### config.mk
export PLATFORM = sky130hd
export DESIGN_NAME = mouse_pos_tracker
export DESIGN_NICKNAME = d
export VERILOG_FILES = /design/src/rtl/mouse_pos_tracker.sv
export SDC_FILE = /design/constraint.sdc
export NUM_CORES = 1
export LEC_CHECK = 0
export BUFFER_PORTS_ARGS = -buffer_cell sky130_fd_sc_hd__buf_2
export CAP_MARGIN = 5
export CORE_MARGIN = 5
export CORE_UTILIZATION = 35
export DETAILED_ROUTE_END_ITERATION = 8
export PLACE_DENSITY_LB_ADDON = 0.08
export SYNTH_ARGS = -nofsm -noshare
export SYNTH_HDL_FRONTEND = slang
export SYNTH_SLANG_ARGS = --single-unit
### constraint.sdc
create_clock -name clk -period 5.6 [get_ports clk]
set_input_delay 1.68 -clock clk [delete_from_list [all_inputs] [get_ports clk]]
set_output_delay 1.68 -clock clk [all_outputs]
set_load 0.01 [all_outputs]
### src/rtl/mouse_pos_tracker.sv
// PS/2 mouse receiver: deserialises frames, assembles 3-byte movement packets
// and integrates the deltas into a clamped absolute cursor position.
module mouse_pos_tracker #(
  parameter int H_RES   = 800,
  parameter int V_RES   = 600,
  parameter int TIMEOUT = 20000
) (
  input  logic        clk,
  input  logic        rst_n,
  input  logic        ps2_clk,
  input  logic        ps2_data,
  output logic [11:0] x,
  output logic [11:0] y,
  output logic        left,
  output logic        right,
  output logic        pos_valid
);

  localparam int TW = $clog2(TIMEOUT + 1);

  localparam logic [1:0] S_IDLE  = 2'd0;
  localparam logic [1:0] S_SHIFT = 2'd1;
  localparam logic [1:0] S_DONE  = 2'd2;

  logic [1:0]    r_clkSync;
  logic [1:0]    r_dataSync;
  logic          r_clkPrev;
  logic [1:0]    r_state;
  logic [3:0]    r_bitCnt;
  logic [8:0]    r_shift;
  logic [7:0]    r_byte;
  logic          r_byteOk;
  logic [1:0]    r_idx;
  logic [1:0]    r_btn;
  logic [1:0]    r_sign;
  logic [1:0]    r_ovf;
  logic [7:0]    r_b1;
  logic [TW-1:0] r_toCnt;
  logic [11:0]   r_x;
  logic [11:0]   r_y;
  logic          r_left;
  logic          r_right;
  logic          r_posValid;

  logic               w_fall;
  logic               w_data;
  logic               w_active;
  logic               w_timeout;
  logic               w_byteValid;
  logic               w_frameErr;
  logic               w_pktDone;
  logic signed [12:0] w_dx;
  logic signed [12:0] w_dy;
  logic signed [12:0] w_nx;
  logic signed [12:0] w_ny;
  logic [11:0]        w_cx;
  logic [11:0]        w_cy;

  // Pads idle high, so synchronizers reset to 1 to avoid a phantom edge.
  always_ff @(posedge clk or negedge rst_n) begin
    if (!rst_n) begin
      r_clkSync  <= 2'b11;
      r_dataSync <= 2'b11;
      r_clkPrev  <= 1'b1;
    end else begin
      r_clkSync  <= {r_clkSync[0], ps2_clk};
      r_dataSync <= {r_dataSync[0], ps2_data};
      r_clkPrev  <= r_clkSync[1];
    end
  end

  assign w_fall = r_clkPrev & ~r_clkSync[1];
  assign w_data = r_dataSync[1];

  assign w_active  = (r_state != S_IDLE) || (r_idx != 2'd0);
  assign w_timeout = w_active && (r_toCnt == TW'(TIMEOUT));

  always_ff @(posedge clk or negedge rst_n) begin
    if (!rst_n) begin
      r_toCnt <= '0;
    end else if (w_fall || !w_active) begin
      r_toCnt <= '0;
    end else if (r_toCnt != TW'(TIMEOUT)) begin
      r_toCnt <= r_toCnt + TW'(1);
    end
  end

  // Shift register ends with data bits in [7:0] and parity in [8].
  always_ff @(posedge clk or negedge rst_n) begin
    if (!rst_n) begin
      r_state  <= S_IDLE;
      r_bitCnt <= 4'd0;
      r_shift  <= 9'd0;
      r_byte   <= 8'd0;
      r_byteOk <= 1'b0;
    end else if (w_timeout) begin
      r_state  <= S_IDLE;
      r_byteOk <= 1'b0;
    end else begin
      case (r_state)
        S_IDLE: begin
          r_byteOk <= 1'b0;
          if (w_fall && !w_data) begin
            r_state  <= S_SHIFT;
            r_bitCnt <= 4'd0;
          end
        end
        S_SHIFT: begin
          if (w_fall) begin
            if (r_bitCnt == 4'd9) begin
              r_state  <= S_DONE;
              r_byte   <= r_shift[7:0];
              r_byteOk <= w_data & (^r_shift);
            end else begin
              r_shift  <= {w_data, r_shift[8:1]};
              r_bitCnt <= r_bitCnt + 4'd1;
            end
          end
        end
        S_DONE: begin
          r_state  <= S_IDLE;
          r_byteOk <= 1'b0;
        end
        default: r_state <= S_IDLE;
      endcase
    end
  end

  assign w_byteValid = (r_state == S_DONE) && r_byteOk;
  assign w_frameErr  = (r_state == S_DONE) && !r_byteOk;
  assign w_pktDone   = w_byteValid && (r_idx == 2'd2) && !w_timeout;

  // Index 0 only accepts bytes with bit3 set, which realigns a broken stream.
  always_ff @(posedge clk or negedge rst_n) begin
    if (!rst_n) begin
      r_idx  <= 2'd0;
      r_btn  <= 2'd0;
      r_sign <= 2'd0;
      r_ovf  <= 2'd0;
      r_b1   <= 8'd0;
    end else if (w_timeout || w_frameErr) begin
      r_idx <= 2'd0;
    end else if (w_byteValid) begin
      case (r_idx)
        2'd0: begin
          if (r_byte[3]) begin
            r_btn  <= r_byte[1:0];
            r_sign <= r_byte[5:4];
            r_ovf  <= r_byte[7:6];
            r_idx  <= 2'd1;
          end
        end
        2'd1: begin
          r_b1  <= r_byte;
          r_idx <= 2'd2;
        end
        default: r_idx <= 2'd0;
      endcase
    end
  end

  // Byte 2 is consumed straight from the receiver during its DONE cycle.
  always_comb begin
    w_dx = r_ovf[0] ? 13'sd0 : $signed({{4{r_sign[0]}}, r_sign[0], r_b1});
    w_dy = r_ovf[1] ? 13'sd0 : $signed({{4{r_sign[1]}}, r_sign[1], r_byte});
    w_nx = $signed({1'b0, r_x}) + w_dx;
    w_ny = $signed({1'b0, r_y}) - w_dy;
    w_cx = w_nx[11:0];
    w_cy = w_ny[11:0];
    if (w_nx < 0)
      w_cx = 12'd0;
    else if (w_nx > H_RES - 1)
      w_cx = 12'(H_RES - 1);
    if (w_ny < 0)
      w_cy = 12'd0;
    else if (w_ny > V_RES - 1)
      w_cy = 12'(V_RES - 1);
  end

  always_ff @(posedge clk or negedge rst_n) begin
    if (!rst_n) begin
      r_x        <= 12'(H_RES / 2);
      r_y        <= 12'(V_RES / 2);
      r_left     <= 1'b0;
      r_right    <= 1'b0;
      r_posValid <= 1'b0;
    end else begin
      r_posValid <= w_pktDone;
      if (w_pktDone) begin
        r_x     <= w_cx;
        r_y     <= w_cy;
        r_left  <= r_btn[0];
        r_right <= r_btn[1];
      end
    end
  end

  assign x         = r_x;
  assign y         = r_y;
  assign left      = r_left;
  assign right     = r_right;
  assign pos_valid = r_posValid;

endmodule
==> impl_metrics.toml, run 1 <==
[outcome]
status = "complete, no violations"

[critical_path]
cp_max_fo = 10
cp-end-kind = "flip-flop"
crit_start = "r_ovf[1]$_DFFE_PN0P_"
cp-start-kind = "flip-flop"
reg2reg_from = "r_ovf[1]$_DFFE_PN0P_"
critPathKind = "reg2reg"
rr_endpoint = "y[1]$_DFFE_PN0P_"
r2r_cells = 9
cp_data_arrival_time_ns = 3.55
r2r_slack_ns = 2.32
required_ns = 5.87
critPathCapture = "y[1]$_DFFE_PN0P_"

[sta]
final_hold_viol_count = 0
period_needed_ns = 3.28
setup_violations = 0
relSlewSlack = 0.224
finalCritPeriodShare = 0.585
slew_viol_final = 0
grt_setup_unrepaired = "no"
fmax_mhz = 305
setup_tns_ns = 0
holdWs_ns = 0.356
setup_slack_ns = 2.32
skew_ns = 0.0102
worstMarginPinSlew_ns = 1.16

[synth]
yosys.cell_types.count = 71
synth_edf_count = 0
syn-cell-area_um2 = 5340
yosysMostFrequentCell = "dfrtp_1"
synthFlopType = "dfrtp_1"
syn_area_per_cell_um2 = 9.97
syn_nets = 567
synth_seq_cells = 87
ys_warn_count = 0
synth_area_leaders = "dfrtp_1 35%, dfstp_2 5.9%, ha_1 5.9%"
synth_cells = 536
seq_area_frac_synth = 0.410
synth_top_area_share = 0.351
synthArstFlopShare = 1.00
yosys.area.top_type = "dfrtp_1"
synth_common_cells = "75 x dfrtp_1, 47 x a21oi_1, 45 x nand2_1"

[final_layout]
area_growth_pct = 11.1
antenna_cells = 0
final_cell_count_no_fill = 753
final_core_util = 0.393
finalInstanceArea_um2 = 5940
fin_nets = 591
drive_gt1_frac = 0.193

[placed_design]
dp_slack_ns = 2.36
placed_cells = 737
post_dp_cell_area_um2 = 5640
io_buffers = 30
place.gp.congestion = 0.806
dp_hpwl_mm = 8.74

[min_path]
hp-class = "reg2reg"

[pwr]
power.density_nw_per_um2 = 371
p_leak_nw = 2.77
power_mw = 2.20
ir_worst_vdd_v = 0.000205

[global_route]
grt_max_degree = 69
grt_pass1_wl_mm = 20.4
grt-ovfl-total = 0
grt_pass1_vias = 3918
grt_antenna_before_repair = 0
track_usage = 0.142

[clocking]
postCtsSetupBuffers = 0
ctsHoldBuffers = 0
h-tree-depth = 3
cts.sinks = 87
cts_tree = "yes"
clkSlewWorstSetupHoldPaths_ns = 0.07
cts_root_buffer = "clkbuf_16"
clockBufferDepth = 2
clk_latency_ns = 0.35
cts_buffers = 9
cts_resized = 0

[drt]
drt-initial-drc-count = 279
ant_nets = 0
wl_mm = 12.0
drc = 0
drtPass1Iterations = 5
wire_per_inst_um = 16.0
vias = 3980
viasPerCell = 5.29

[floorplanning]
io_pins = 31
fp.dieH_um = 134
num_rows = 45
die-area_um2 = 17800
fp.dieW_um = 134
start_util = 0.354
coreArea_um2 = 15100

[flow_run]
drv_cap = 0
-- kinds of logic (layout without fill, tap and decap cells) --
family,Yosys count,count (layout),share of synthesized area
AO/OA/AOI/OAI,135,135,0.171
AND/OR/NAND/NOR,183,183,0.190
flip-flops,87,87,0.410
buffers and inverters,37,66,0.0316
adder cells (fa/ha/maj),27,27,0.0660
multiplexers,33,33,0.0749
XOR/XNOR,34,34,0.0557
-- report_power, final --
group | switching, mW | internal (mW)
Sequential | 0.0914 | 0.705
Combinational | 0.459 | 0.358
Clock | 0.262 | 0.328
-- sequential cells by signal (all words and copies together), names as in the netlist, 4 cells and up --
register,cells
r_b1,8
r_shift,9
y,12
r_bitCnt,4
x,12
r_toCnt,15
r_byte,8
-- critical path, stage by stage (launching register included) --
cell and delay (ns):
dfrtp_1 0.46, nand2b_1 0.33, ha_1 0.48, nand3_1 0.16, a2111oi_0 0.63, o211ai_1 0.14, and4bb_2 0.30, nor2_1 0.42
a21oi_1 0.09, a41oi_1 0.18
-- worst min path at each step --
stage | start | end | slack [ns] | cells after the start
2_1_floorplan | r_clkSync[0]$_DFF_PN1_ | r_clkSync[1]$_DFF_PN1_ | 0.35 | 0
3_3_place_gp | r_clkSync[0]$_DFF_PN1_ | r_clkSync[1]$_DFF_PN1_ | 0.35 | 0
3_5_place_dp | r_dataSync[0]$_DFF_PN1_ | r_dataSync[1]$_DFF_PN1_ | 0.35 | 0
4_1_cts | r_clkSync[0]$_DFF_PN1_ | r_clkSync[1]$_DFF_PN1_ | 0.36 | 0
5_1_grt | r_dataSync[0]$_DFF_PN1_ | r_dataSync[1]$_DFF_PN1_ | 0.37 | 0
6_report | r_clkSync[0]$_DFF_PN1_ | r_clkSync[1]$_DFF_PN1_ | 0.36 | 0
-- routing by layer --
layer,vias to the layer above,track usage,part of all wire
met2,56,0.219,0.46
met5,-,0,0
met3,15,0.0419,0.034
li1,1990,-,-
met4,0,0.0309,0.011
met1,1919,0.198,0.50
-- placed cells by master (no fill, tap or decap), types with 9 or more instances in the layout --
| cell | instances |
|---|---|
| mux2_2 | 24 |
| dfstp_2 | 12 |
| xnor2_1 | 16 |
| clkbuf_16 | 9 |
| and3_1 | 12 |
| a31oi_1 | 10 |
| inv_1 | 18 |
| nor2b_1 | 12 |
| ha_1 | 25 |
| xor2_1 | 18 |
| o21ai_0 | 15 |
| nand3_1 | 14 |
| nand2_1 | 45 |
| nand2b_1 | 13 |
| a21oi_1 | 47 |
| nor2_1 | 34 |
| dfrtp_1 | 75 |
| buf_2 | 29 |
-- layout make-up --
class,instances,area (µm²)
fill,1521,9150
multi-input combinational,412,2980
sequential,87,2190
clock buffer,11,253
tap,188,235
timing repair buffer,32,168
inverter,18,67.6
clock inverter,5,40.0
(Power assumes the default switching activity.)
==> inputs of run 2 (changes only) <==
==> constraint.sdc (replaced) <==
create_clock -name clk -period 3.4 [get_ports clk]
set_input_delay 1.02 -clock clk [delete_from_list [all_inputs] [get_ports clk]]
set_output_delay 1.02 -clock clk [all_outputs]
set_load 0.01 [all_outputs]
==> impl_metrics.toml, run 2 (synthesized netlist as in run 1, its figures left out) <==
[critical_path]
critPathBufInv = 1
crit_family = "simple AND/OR/NAND/NOR gates"
cp_data_arrival_time_ns = 3.36
critPathKind = "reg2reg"
cp_max_fo = 10
crit_slowest_cell = "a2111oi_0"
cp-start-kind = "flip-flop"
cpPeakStageDelay_ns = 0.59
required_ns = 3.63
cp-end-kind = "flip-flop"
path_cells = "nand2b_1 > ha_1 > nand3_1 > a2111oi_0 > nor4b_1 > and4bb_2 > nor2_1 > buf_4 > a32o_1"

[sta]
fmax_mhz = 319
finalCritPeriodShare = 0.921
worstMarginPinSlew_ns = 0.701
relSlewSlack = 0.530
setup_slack_ns = 0.269
period_needed_ns = 3.13
slew_viol_final = 0
setup_violations = 0
skew_ns = 0.0105
grt_setup_unrepaired = "no"
holdWs_ns = 0.356
setup_tns_ns = 0
final_hold_viol_count = 0

[floorplanning]
fp.dieW_um = 134
die-area_um2 = 17800
num_rows = 45
io_pins = 31
coreArea_um2 = 15100
start_util = 0.354
fp.dieH_um = 134

[clocking]
postCtsSetupBuffers = 0
h-tree-depth = 3
cts_root_buffer = "clkbuf_16"
cts.sinks = 87
clkSlewWorstSetupHoldPaths_ns = 0.07
ctsHoldBuffers = 0
clk_latency_ns = 0.35
cts_buffers = 9
cts_resized = 0
cts_tree = "yes"
clockBufferDepth = 2

[drt]
drc = 0
wl_mm = 12.1
drt-initial-drc-count = 304
wire_per_inst_um = 15.9
vias = 4038
viasPerCell = 5.33
ant_nets = 0
drtPass1Iterations = 4

[final_layout]
final_cell_count_no_fill = 758
largest_register_ffs = 15
final_core_util = 0.397
drive_gt1_frac = 0.200
finalInstanceArea_um2 = 5990
fin_nets = 596
largest-register = "r_toCnt"
area_growth_pct = 12.0
fillers = 1509
final_common_cell = "dfrtp_1"
antenna_cells = 0
final_cell_mix = "75 x dfrtp_1, 47 x a21oi_1, 45 x nand2_1, 34 x nor2_1, 29 x buf_2"

[placed_design]
dp_hpwl_mm = 8.79
dp_slack_ns = 0.298
io_buffers = 30
placed_cells = 742
place.gp.congestion = 0.823
post_dp_cell_area_um2 = 5690

[global_route]
track_usage = 0.141
grt-ovfl-total = 0
grt_pass1_wl_mm = 20.5
grt_max_degree = 45
grt_pass1_vias = 4005
grt_antenna_before_repair = 0

[pwr]
pwr-share-seq = 0.361
power.density_nw_per_um2 = 607
power_mw = 3.63
p_switching_mw = 1.34
combPwrFrac = 0.372
p_leak_nw = 2.79
switching_share = 0.368
p_clk_frac = 0.266
ir_worst_vdd_v = 0.000317
intPower_mw = 2.30

[min_path]
hp-class = "reg2reg"

[flow_run]
drv_cap = 0

[outcome]
status = "complete, no violations"
run 2: cell count changes in the layout (fill, tap and decap cells not counted):
cell,previous run,this run
buf_4,3,7
buf_12,0,1
clkinvlp_4,0,1
clkinv_4,3,1
inv_6,1,2
run 2: worst register-to-register path: stages, from the launching register on:
cell and delay (ns):
dfrtp_1 0.47, nand2b_1 0.33, ha_1 0.47, nand3_1 0.16, a2111oi_0 0.59, nor4b_1 0.13, and4bb_2 0.39, nor2_1 0.06
buf_4 0.17, a32o_1 0.24
run 2: layout make-up:
class	count	area, µm²	share of cell area
clock buffer	11	253	0.0422
sequential	87	2190	0.366
inverter	18	67.6	0.0113
multi-input combinational	412	2980	0.498
clock inverter	5	38.8	0.00648
timing repair buffer	37	218	0.0364
tap	188	235	0.0393
run 2: path summary, 6_finish.rpt:
path                                    startpoint                       to  slack [ns]  cells past startpoint
setup / recovery              r_ovf[1]$_DFFE_PN0P_         y[7]$_DFFE_PN0P_        0.27                      9
hold / removal             r_dataSync[0]$_DFF_PN1_  r_dataSync[1]$_DFF_PN1_        0.36                      0
setup reg to reg              r_ovf[1]$_DFFE_PN0P_         y[7]$_DFFE_PN0P_        0.27                      9
hold reg to reg            r_dataSync[0]$_DFF_PN1_  r_dataSync[1]$_DFF_PN1_        0.36                      0
max in group asynchronous                    rst_n         y[8]$_DFFE_PN1P_        2.01                      2
min in group asynchronous                    rst_n   r_toCnt[6]$_DFFE_PN0P_        0.68                      1
run 2: routing by layer:
layer  part of all wire  up-vias  wire length, µm  global-route usage
met5                  0        -                0                   0
met1               0.51     1961             6150               0.196
li1                   -     2014                -                   -
met3              0.035        6              422              0.0408
met4             0.0073        0               88              0.0274
met2               0.45       57             5430               0.222
run 2: power groups by stage:
stage | combinational (mW) | clock (mW) | sequential [mW]
detailed placement | 1.34 | 0 | 1.33
global route | 1.49 | 1.05 | 1.34
floorplan | 1.05 | 0 | 1.28
CTS | 1.35 | 1.01 | 1.32
finish | 1.35 | 0.968 | 1.31
global placement | 1.34 | 0 | 1.33
